===== src/rtl/demux2_4_stream_pkg.sv =====
// -----------------------------------------------------------------------------
// demux2_4_stream_pkg
//   Shared definitions for the registered 1-to-2 stream demultiplexer.
//   CH_A / CH_B  : destination channel encodings (0 = A, 1 = B)
//   WIDTH_DEF    : default data width
//   DEPTH_DEF    : default per-output FIFO depth
//   sel_dst()    : destination of the current beat (auto toggle or explicit s)
// -----------------------------------------------------------------------------
package demux2_4_stream_pkg;

   localparam logic CH_A = 1'b0;
   localparam logic CH_B = 1'b1;

   localparam int WIDTH_DEF = 4;
   localparam int DEPTH_DEF = 2;

   function automatic logic sel_dst(input logic mode, input logic toggle, input logic s);
      return mode ? toggle : s;
   endfunction

endpackage


===== src/rtl/demux2_4_stream_fifo.sv =====
// -----------------------------------------------------------------------------
// demux_fifo
//   Small synchronous FIFO used for each output of demux2_4_stream.
//   Ports:
//     clk    in   rising-edge clock
//     rst_n  in   asynchronous active-low reset (empties the FIFO)
//     push   in   write din at the tail (ignored while full)
//     din    in   WIDTH data to write
//     full   out  count == DEPTH
//     pop    in   remove the head (ignored while empty)
//     dout   out  head entry, or 0 while empty
//     empty  out  count == 0
// -----------------------------------------------------------------------------
module demux_fifo #(
   parameter int WIDTH = 4,
   parameter int DEPTH = 2
) (
   input  logic             clk,
   input  logic             rst_n,
   input  logic             push,
   input  logic [WIDTH-1:0] din,
   output logic             full,
   input  logic             pop,
   output logic [WIDTH-1:0] dout,
   output logic             empty
);

   localparam int PTR_W = (DEPTH > 1) ? $clog2(DEPTH) : 1;
   localparam int CNT_W = $clog2(DEPTH + 1);
   localparam logic [PTR_W-1:0] LAST     = PTR_W'(DEPTH - 1);
   localparam logic [CNT_W-1:0] FULL_CNT = CNT_W'(DEPTH);

   logic [WIDTH-1:0] mem_q [DEPTH];
   logic [PTR_W-1:0] wr_ptr_q, wr_ptr_d;
   logic [PTR_W-1:0] rd_ptr_q, rd_ptr_d;
   logic [CNT_W-1:0] count_q, count_d;
   logic             do_push, do_pop;

   // Pointers wrap at DEPTH-1 so non-power-of-two depths work too.
   function automatic logic [PTR_W-1:0] ptr_inc(input logic [PTR_W-1:0] p);
      return (p == LAST) ? '0 : p + 1'b1;
   endfunction

   assign full    = (count_q == FULL_CNT);
   assign empty   = (count_q == '0);
   assign do_push = push & ~full;
   assign do_pop  = pop & ~empty;

   // An empty FIFO shows 0 rather than stale storage.
   assign dout = empty ? '0 : mem_q[rd_ptr_q];

   always_comb begin
      wr_ptr_d = wr_ptr_q;
      rd_ptr_d = rd_ptr_q;
      count_d  = count_q;
      if (do_push) wr_ptr_d = ptr_inc(wr_ptr_q);
      if (do_pop)  rd_ptr_d = ptr_inc(rd_ptr_q);
      case ({do_push, do_pop})
         2'b10:   count_d = count_q + 1'b1;
         2'b01:   count_d = count_q - 1'b1;
         default: count_d = count_q;
      endcase
   end

   always_ff @(posedge clk or negedge rst_n) begin
      if (!rst_n) begin
         wr_ptr_q <= '0;
         rd_ptr_q <= '0;
         count_q  <= '0;
      end else begin
         wr_ptr_q <= wr_ptr_d;
         rd_ptr_q <= rd_ptr_d;
         count_q  <= count_d;
      end
   end

   // Storage carries no reset; validity is tracked by count_q alone.
   always_ff @(posedge clk) begin
      if (do_push) mem_q[wr_ptr_q] <= din;
   end

endmodule


===== src/rtl/demux2_4_stream.sv =====
// -----------------------------------------------------------------------------
// demux2_4_stream
//   Registered 1-to-2 stream demultiplexer. Each input beat is routed to
//   output A or B, chosen by s (mode = 0) or by an alternating toggle
//   (mode = 1). Each output is buffered by its own FIFO so a stalled consumer
//   never drops data or blocks the other output.
//   Ports:
//     clk, reset            clock, asynchronous active-low reset
//     In, in_valid/in_ready input stream
//     s, mode               destination select / auto-alternate enable
//     A, a_valid/a_ready    output stream A (head of FIFO A)
//     B, b_valid/b_ready    output stream B (head of FIFO B)
//     toggle                next auto-mode destination (0 = A, 1 = B)
// -----------------------------------------------------------------------------
module demux2_4_stream
   import demux2_4_stream_pkg::*;
#(
   parameter int WIDTH = WIDTH_DEF,
   parameter int DEPTH = DEPTH_DEF
) (
   input  logic             clk,
   input  logic             reset,
   input  logic [WIDTH-1:0] In,
   input  logic             in_valid,
   output logic             in_ready,
   input  logic             s,
   input  logic             mode,
   output logic [WIDTH-1:0] A,
   output logic             a_valid,
   input  logic             a_ready,
   output logic [WIDTH-1:0] B,
   output logic             b_valid,
   input  logic             b_ready,
   output logic             toggle
);

   logic dst;
   logic accept;
   logic push_a, push_b;
   logic full_a, full_b;
   logic empty_a, empty_b;
   logic toggle_q, toggle_d;

   assign dst = sel_dst(mode, toggle_q, s);

   // Readiness comes only from registered occupancy of the selected FIFO;
   // a pop in the same cycle does not free a slot for this beat.
   assign in_ready = (dst == CH_A) ? ~full_a : ~full_b;
   assign accept   = in_valid & in_ready;
   assign push_a   = accept & (dst == CH_A);
   assign push_b   = accept & (dst == CH_B);

   // Only accepted auto-mode beats advance the alternation.
   assign toggle_d = toggle_q ^ (accept & mode);

   always_ff @(posedge clk or negedge reset) begin
      if (!reset) toggle_q <= 1'b0;
      else        toggle_q <= toggle_d;
   end

   assign toggle  = toggle_q;
   assign a_valid = ~empty_a;
   assign b_valid = ~empty_b;

   demux_fifo #(.WIDTH(WIDTH), .DEPTH(DEPTH)) fifo_a (
      .clk   (clk),
      .rst_n (reset),
      .push  (push_a),
      .din   (In),
      .full  (full_a),
      .pop   (a_ready),
      .dout  (A),
      .empty (empty_a)
   );

   demux_fifo #(.WIDTH(WIDTH), .DEPTH(DEPTH)) fifo_b (
      .clk   (clk),
      .rst_n (reset),
      .push  (push_b),
      .din   (In),
      .full  (full_b),
      .pop   (b_ready),
      .dout  (B),
      .empty (empty_b)
   );

endmodule

===== config.mk =====
export PLATFORM = sky130hd
export DESIGN_NAME = demux2_4_stream
export DESIGN_NICKNAME = d
export VERILOG_FILES = /design/src/rtl/demux2_4_stream_pkg.sv /design/src/rtl/demux2_4_stream_fifo.sv /design/src/rtl/demux2_4_stream.sv
export SDC_FILE = /design/constraint.sdc
export NUM_CORES = 1
export LEC_CHECK = 0
export CAP_MARGIN = 40
export CORE_AREA = 2 2 50 52
export CTS_CLUSTER_DIAMETER = 200
export CTS_CLUSTER_SIZE = 30
export DETAILED_ROUTE_END_ITERATION = 8
export DIE_AREA = 0 0 52 54
export PLACE_DENSITY = 0.77
export SLEW_MARGIN = 20
export SYNTH_ARGS = -nofsm -noshare
export SYNTH_HDL_FRONTEND = slang
export SYNTH_SLANG_ARGS = --single-unit
export TNS_END_PERCENT = 10

===== constraint.sdc =====
create_clock -name clk -period 2.15 [get_ports clk]
set_input_delay 0.43 -clock clk [delete_from_list [all_inputs] [get_ports clk]]
set_output_delay 0.43 -clock clk [all_outputs]
set_load 0.05 [all_outputs]

==> run metrics <==
DPL Wire Length 1378 um; DR vias 646; CORE AREA 2320 um^2; final setup vio count 0; die area 2808 um^2; status finished, final reports clean; reg-to-reg startpoint fifo_b.count_q[1]; Switch Pwr 1.007 mW; clock tree buffer depth 2; average wire per standard cell 12.36 um; initial antenna violation count 0; Crit. End Element primary output; H-tree levels 1; Critical Path Fanout Max 3; dpl cells 136; R2R cell count 5; First-pass DRT Iterations 4; post-synthesis register bit count 25; Mapped Area 1077 um^2; vias per inst 4.614; Setup CP Type input pin to primary output; Seq pwr share 35.5%; clock-pin slew on the worst setup and hold paths 0.14 ns; # clock sinks 25; Worst-Skew Late Latency 0.31 ns; Core Util, Final 60.68%; fmax 498.5 MHz; Iteration-0 DRC Markers 5; final hold violations 0; post-route insts no fill 140; I/O Pins 23; R2R setup slack 0.45 ns; Leak 0.5944 nW; Layout Skew 0.003050 ns; clk root buf clkbuf_4; count of distinct cell types in the synthesized netlist 17; Clk network pwr share 9.4%; placed inst area 1370 um^2; synth top area cells edfxtp_1, dfrtp_1, mux2i_1; grt total ovfl 0; max cap viols 0; fin. max-slew vios 0; Worst setup endpoint in_ready; Rel. slew slack 66.53%; area of the multi-input gates 345.3 um^2; layout cell share with drive strength beyond 1 21.82%; Crit. Startpoint s; syn_nets 92; pin count of the biggest net entering global routing 16; Synth area leader edfxtp_1; CP Data Required Time 1.72 ns; post-synthesis sequential area ratio 65.51%; Sw Share 45.11%; global-route wire length before repair 2960 um; Num CTS Buffers 3; Worst-Margin Slew 0.5012 ns; # fillers 186; R2R Path End fifo_b.count_q[1]; Layout area overhead 30.66%; gpl congestion 0.7414; post-route cell area 1408 um^2; synthesized instance count 79; Crit path arrival time 1.58 ns; vias in the first global route 645; combinational power share 55.1%; post-synth top area share 44.60%; Peak VDD IR 1.040 mV; Startpoint Class input pin; Post-route DRC 0; Layout Nets 124; TritonCTS clock tree yes; Die Y 54 um; GRT Total Usage 15.01%; Routed Wire Length 1730 um; Die Width 52 um; Power per Cell Area 1585 nW/um^2; Pint 1.225 mW; syn_area_per_cell 13.64 um^2; post-route ant nets 0; Final period util 93.30%; Register Area 705.7 um^2; yosys warns 0; Period minus WS final 2.006 ns; Rows 18; # port buffers 22; initial core utilization 46.44%; RSZ-0062 raised after global routing false; ANT cells 0; Final TNS setup 0 ns; HP Class input pin to asynchronous set/reset pin
[cells in the mapped netlist]
cell type	number
dfrtp_1	9
xor2_1	4
inv_1	4
o31ai_1	1
ha_1	2
mux2i_1	10
or3b_1	1
o21ai_0	1
xnor2_1	5
edfxtp_1	16
nand2_1	1
nor2b_1	4
clkbuf_1	2
xnor2_2	1
buf_6	1
nor2_1	16
nand3b_1	1
[worst min path at each step]
| stage | slack (ns) | cells after the start | to | startpoint |
|---|---|---|---|---|
| finish | 0.40 | 1 | fifo_a.count_q[0] | reset |
| floorplan | 0.13 | 0 | fifo_a.count_q[0] | reset |
| global placement | 0.47 | 1 | fifo_a.count_q[1] | fifo_a.count_q[1] |
| detailed placement | 0.48 | 1 | fifo_a.count_q[1] | fifo_a.count_q[1] |
| global route | 0.41 | 1 | fifo_a.count_q[0] | reset |
| CTS | 0.41 | 1 | fifo_a.count_q[0] | reset |
[power by group through the flow]
stage                     Combinational, mW  Clock [mW]  Sequential, mW
after floorplan                       0.867           0           0.772
after global placement                 1.22           0           0.790
after detailed placement               1.24           0           0.802
after CTS                              1.25       0.214           0.792
after global routing                   1.32       0.240           0.810
final                                  1.23       0.210           0.792
[sequential cells by signal, indices dropped and copies added, names as in the netlist, 2 cells and up]
| register | count |
|---|---|
| fifo_b.count_q | 2 |
| fifo_a.mem_q | 8 |
| fifo_b.mem_q | 8 |
| fifo_a.count_q | 2 |
[placed cells by master (no fill, tap or decap), types with 2 or more instances in the layout]
master	count
nor2_1	16
edfxtp_1	16
buf_4	16
clkdlybuf4s50_1	10
dfrtp_1	9
mux2i_1	8
xnor2_1	5
nor2b_1	4
inv_1	4
xor2_1	4
clkbuf_4	3
mux2i_2	2
ha_1	2
dlymetal6s2s_1	2
[cell type report]
cell class                      instances  area share (%)
Inverter                                4           1.067
Tap cell                               30           2.667
Timing Repair Buffer                   30           19.47
Clock buffer                            3           1.600
Clock inverter                          1          0.5333
Multi-Input combinational cell         47           24.53
Sequential cell                        25           50.13
[worst max-delay path, cell delays in order]
cell	delay, ns
clkdlybuf4s50_1	0.43
mux2i_2	0.25
mux2i_2	0.30
buf_12	0.17
[per-stage QoR]
step / total power [mW] / setup WS [ns] / hold slack [ns]
after CTS: 2.252 / 0.01686 / 0.4086
after floorplan: 1.639 / 0.1187 / 0.1344
after global placement: 2.010 / -0.01563 / 0.4721
after global routing: 2.374 / 0.1070 / 0.4059
final: 2.232 / 0.1440 / 0.3983
after detailed placement: 2.042 / -0.08849 / 0.4822
[per-layer routing]
metal  vias to the layer above  global-route usage, %  routed length (um)
li1                        329                      -                   -
met1                       303                  18.94                 793
met2                        14                  25.95                 860
met5                         -                      0                   0
met3                         0                  3.611                  75
met4                         0                  3.947                   0
[timing repair]
item | in CTS | in global routing
gates cloned | 0 | 0
resized for setup | 2 | 2
setup endpoints to repair | 1 | 2
hold buffers | 0 | 0
buffers inserted | 0 | 0
[logic make-up after synthesis]
group / after synthesis / synth area share [%]
flip-flops: 25 / 65.51
AND/OR/NAND/NOR: 23 / 9.756
XOR/XNOR: 10 / 8.827
multiplexers: 10 / 9.292
buffers and inverters: 7 / 3.136
AO/OA/AOI/OAI: 2 / 1.161
adder cells (fa/ha/maj): 2 / 2.323
No activity file was read; power rests on OpenSTA's default activity.
==> RTL change 1 (same settings) <==
Set the package constant `WIDTH_DEF` to 6 (it was 4).
--- a/src/rtl/demux2_4_stream_pkg.sv
+++ b/src/rtl/demux2_4_stream_pkg.sv
@@ -13,3 +13,3 @@
 
-   localparam int WIDTH_DEF = 4;
+   localparam int WIDTH_DEF = 6;
    localparam int DEPTH_DEF = 2;
Interface: changed (resized A, B and In); port bits go from 23 to 29. The function was not compared with the original's and may differ.
==> RTL change 1 against the unedited design <==
Die area did not move; largest cell class unchanged; worst setup slack improved by 0.0086 ns; design area rose by 26%; routed wire length rose by 33%; final cell count rose by 19%; register-to-register slack worse by 0.09 ns; sequential cell count increased by 8; critical path depth is 3 lower; power increased by 28%; area after synthesis increased by 28%; clock power rose by 51%; maximum frequency increased by 0.43%.
==> RTL change 1: results (changes against the unedited design) <==
final critical-path share of the clock period=92.9% (-0.40 points); EDFF count, synth=24 (+8); setup slack, reg-to-reg=0.36 ns (-0.09 ns); detailed-route via count=848 (+31%); overall global routing resource usage=18.7% (+3.7 points); Reg-to-Reg End=fifo_b.mem_q[1][0]; Max Buffers Root-to-Sink=2 (unchanged); Synth Net Count=110 (+20%); status=complete, no violations; crit path capture=toggle; crit path from=toggle; final net count=150 (+21%); Num CTS Buffers=5 (+2); vias in the first global route=815 (+26%); placed insts=157 (+15%); Seq/Total Area, Yosys=68.8% (+3.3 points); H-tree lvl count=2 (+1); Worst-Skew Late Latency=0.34 ns (+0.03 ns); Post-synth ARST share=27.3% (-8.7 points); cells on worst reg2reg path=6 (+1); largest registers=fifo_a.mem_q (12), fifo_b.mem_q (12); Root Driver=clkbuf_4; Finished Layout Cells=166 (+19%); leakage power=0.745 nW (+25%); Slew @ Worst Pin=0.495 ns (-0.00607 ns); Syn Area/Cell=14.5 sq um (+6.1%); placed inst area=1700 sq um (+24%); first-pass GRT wire length=3460 um (+17%); largest net degree at the start of global routing=11 (-5); clk slew on worst S/H paths=0.10 ns (-0.04 ns); Area contributors post-synth=edfxtp_1, dfrtp_1, mux2i_1; VDD IR max=1.12 mV (+7.4%); post-place setup slack=-0.0781 ns (+0.0103 ns); layout cells sized above 1=24.3% (+2.4 points); crit path max fanout=4 (+1); Iteration-0 DRC Markers=13 (+8); WL/cell=13.9 um (+12%); DP Wirelength=1710 um (+24%); FILL cells=140 (-25%); Port Buffers=28 (+27%); global placer's final weighted congestion=0.790 (+6.5%); Layout Skew=0.0173 ns (+0.0143 ns); Commonest cells post-synth=edfxtp_1, nor2_1, mux2i_1; CP peak stage delay=0.82 ns (+0.39 ns)
[RTL change 1: metal layers]
layer  vias to the layer above  GRT usage [%]  routed length [um]
met5                         -              0                   0
met4                         0           8.77                  42
met3                         6           8.06                 140
met2                        27           34.0                1260
met1                       407           18.2                 859
li1                        408              -                   -
[RTL change 1: layout make-up]
| type | count | share of cell area [%] |
|---|---|---|
| Timing Repair Buffer | 36 | 18.0 |
| Tap cell | 30 | 2.12 |
| Multi-Input combinational cell | 55 | 22.6 |
| Inverter | 4 | 0.849 |
| Clock buffer | 6 | 2.34 |
| Sequential cell | 33 | 53.5 |
| Clock inverter | 2 | 0.566 |
[RTL change 1: power breakdown]
group / switching [mW] / internal [mW]
combinational: 0.950 / 0.572
clock: 0.193 / 0.124
sequential: 0.155 / 0.856
[RTL change 1: what timing repair did]
| item | 4_1_cts | 5_1_grt |
|---|---|---|
| setup endpoints to repair | 1 | 1 |
| gates resized for setup | 1 | 1 |
| buffers inserted | 1 | 0 |
[RTL change 1: worst min path at each step]
| stage | from | endpoint | cells past startpoint |
|---|---|---|---|
| floorplan | reset | fifo_a.count_q[0] | 0 |
| global placement | fifo_a.count_q[1] | fifo_a.count_q[1] | 1 |
| detailed placement | fifo_a.count_q[1] | fifo_a.count_q[1] | 1 |
| CTS | reset | fifo_a.count_q[1] | 1 |
| global route | reset | fifo_a.count_q[1] | 1 |
| finish | reset | fifo_a.count_q[1] | 1 |
[RTL change 1: per-stage QoR]
stage               hold slack, ns  utilization (%)
floorplan                    0.134                -
global route                 0.408             76.2
detailed placement           0.486             73.4
finish                       0.380             76.2
CTS                          0.390             76.1
global placement             0.475             73.4
[RTL change 1: logic make-up (layout without fill, tap and decap cells)]
family	Yosys count	after routing	share of synthesized area, %
DFF	33	33	68.8
and+or+nand+nor	27	27	8.73
muxes	14	14	10.2
xor gates and xnor gates	10	10	6.92
buffers and inverters	7	48	2.64
adders and majority gates	2	2	1.82
AOI/OAI and AO/OA	2	2	0.910
==> RTL change 2 (config.mk and constraints unchanged) <==
Made on the original files. Register the input `mode` before use, without a reset. The logic sees it one clock later. The other inputs are not delayed to match.
--- a/src/rtl/demux2_4_stream.sv
+++ b/src/rtl/demux2_4_stream.sv
@@ -36,2 +36,8 @@
 
+   logic mode_q;
+
+   always_ff @(posedge clk) begin
+      mode_q <= mode;
+   end
+
    logic dst;
@@ -43,3 +49,3 @@
 
-   assign dst = sel_dst(mode, toggle_q, s);
+   assign dst = sel_dst(mode_q, toggle_q, s);
 
@@ -53,3 +59,3 @@
    // Only accepted auto-mode beats advance the alternation.
-   assign toggle_d = toggle_q ^ (accept & mode);
+   assign toggle_d = toggle_q ^ (accept & mode_q);
 
Behaviour: not the same (Yosys sat finds a counterexample within 4 cycles, from zero or initial values and one cycle with reset low).
==> RTL change 2 against the unedited design <==
Sequential cell count increased by 1; synthesized cell count increased by 1.3%; design area about the same; area after synthesis increased by 1.9%; routed wire length increased by 1.7%; power decreased by 0.18%; worst setup slack improved by 0.0018 ns; die area unchanged; non-clock buffer count decreased by 2; clock skew about the same; final cell count decreased by 0.71%; critical path type unchanged.
==> RTL change 2: results (changes against the unedited design) <==
status=complete, no violations; overall global routing resource usage=14.5% (-0.53 points); placed inst area=1380 sq um (+0.37%); largest net degree at the start of global routing=15 (-1); first-pass GRT wire length=2840 um (-4.2%); FILL cells=192 (+3.2%); Adder-Cell Fraction of Synth Area=2.28% (-0.042 points); Post-synth ARST share=34.6% (-1.4 points); detailed-route via count=655 (+1.4%); met1 global-route usage=17.7% (-1.2 points); layout cells sized above 1=18.3% (-3.5 points); final hold slack=0.400 ns (+0.00181 ns); Resize count post-CTS=0 (-2); vias in the first global route=663 (+2.8%); sequential power share=36.3% (+0.8 points); NetSw=0.994 mW (-1.3%); leakage power=0.594 nW (about the same); Top Layer Used=met4; global placer's final weighted congestion=0.707 (-4.6%); drt via density=4.71 (+2.1%); Area contributors post-synth=edfxtp_1, dfrtp_1, mux2i_1; compound-cell area share of the yosys netlist=1.14% (-0.021 points); met3 usage in global routing=3.89% (+0.28 points); drt first pass iters=2 (-2); Routed met3 length=68 um (-9.3%)
==> RTL change 2: changes by cell type after synthesis, sizes merged <==
cell / change
dfxtp: +1
==> RTL change 2: cell families after synthesis <==
family / Yosys count
AO/OA/AOI/OAI: 2
XOR/XNOR: 10
adder cells (fa/ha/maj): 2
buffers and inverters: 7
flip-flops: 26
multiplexers: 10
AND/OR/NAND/NOR: 23
==> RTL change 2: worst max-delay path, cell delays in order <==
cell	delay [ns]
clkdlybuf4s50_1	0.40
mux2i_1	0.17
buf_4	0.16
mux2i_2	0.25
buf_12	0.17
==> RTL change 2: layout make-up <==
| type | instances | area share, % |
|---|---|---|
| clock buffers | 4 | 1.87 |
| inverters | 4 | 1.07 |
| multi-input cells | 47 | 24.3 |
| flip-flops and latches | 26 | 51.6 |
| well taps | 30 | 2.67 |
| repair buffers | 28 | 18.5 |
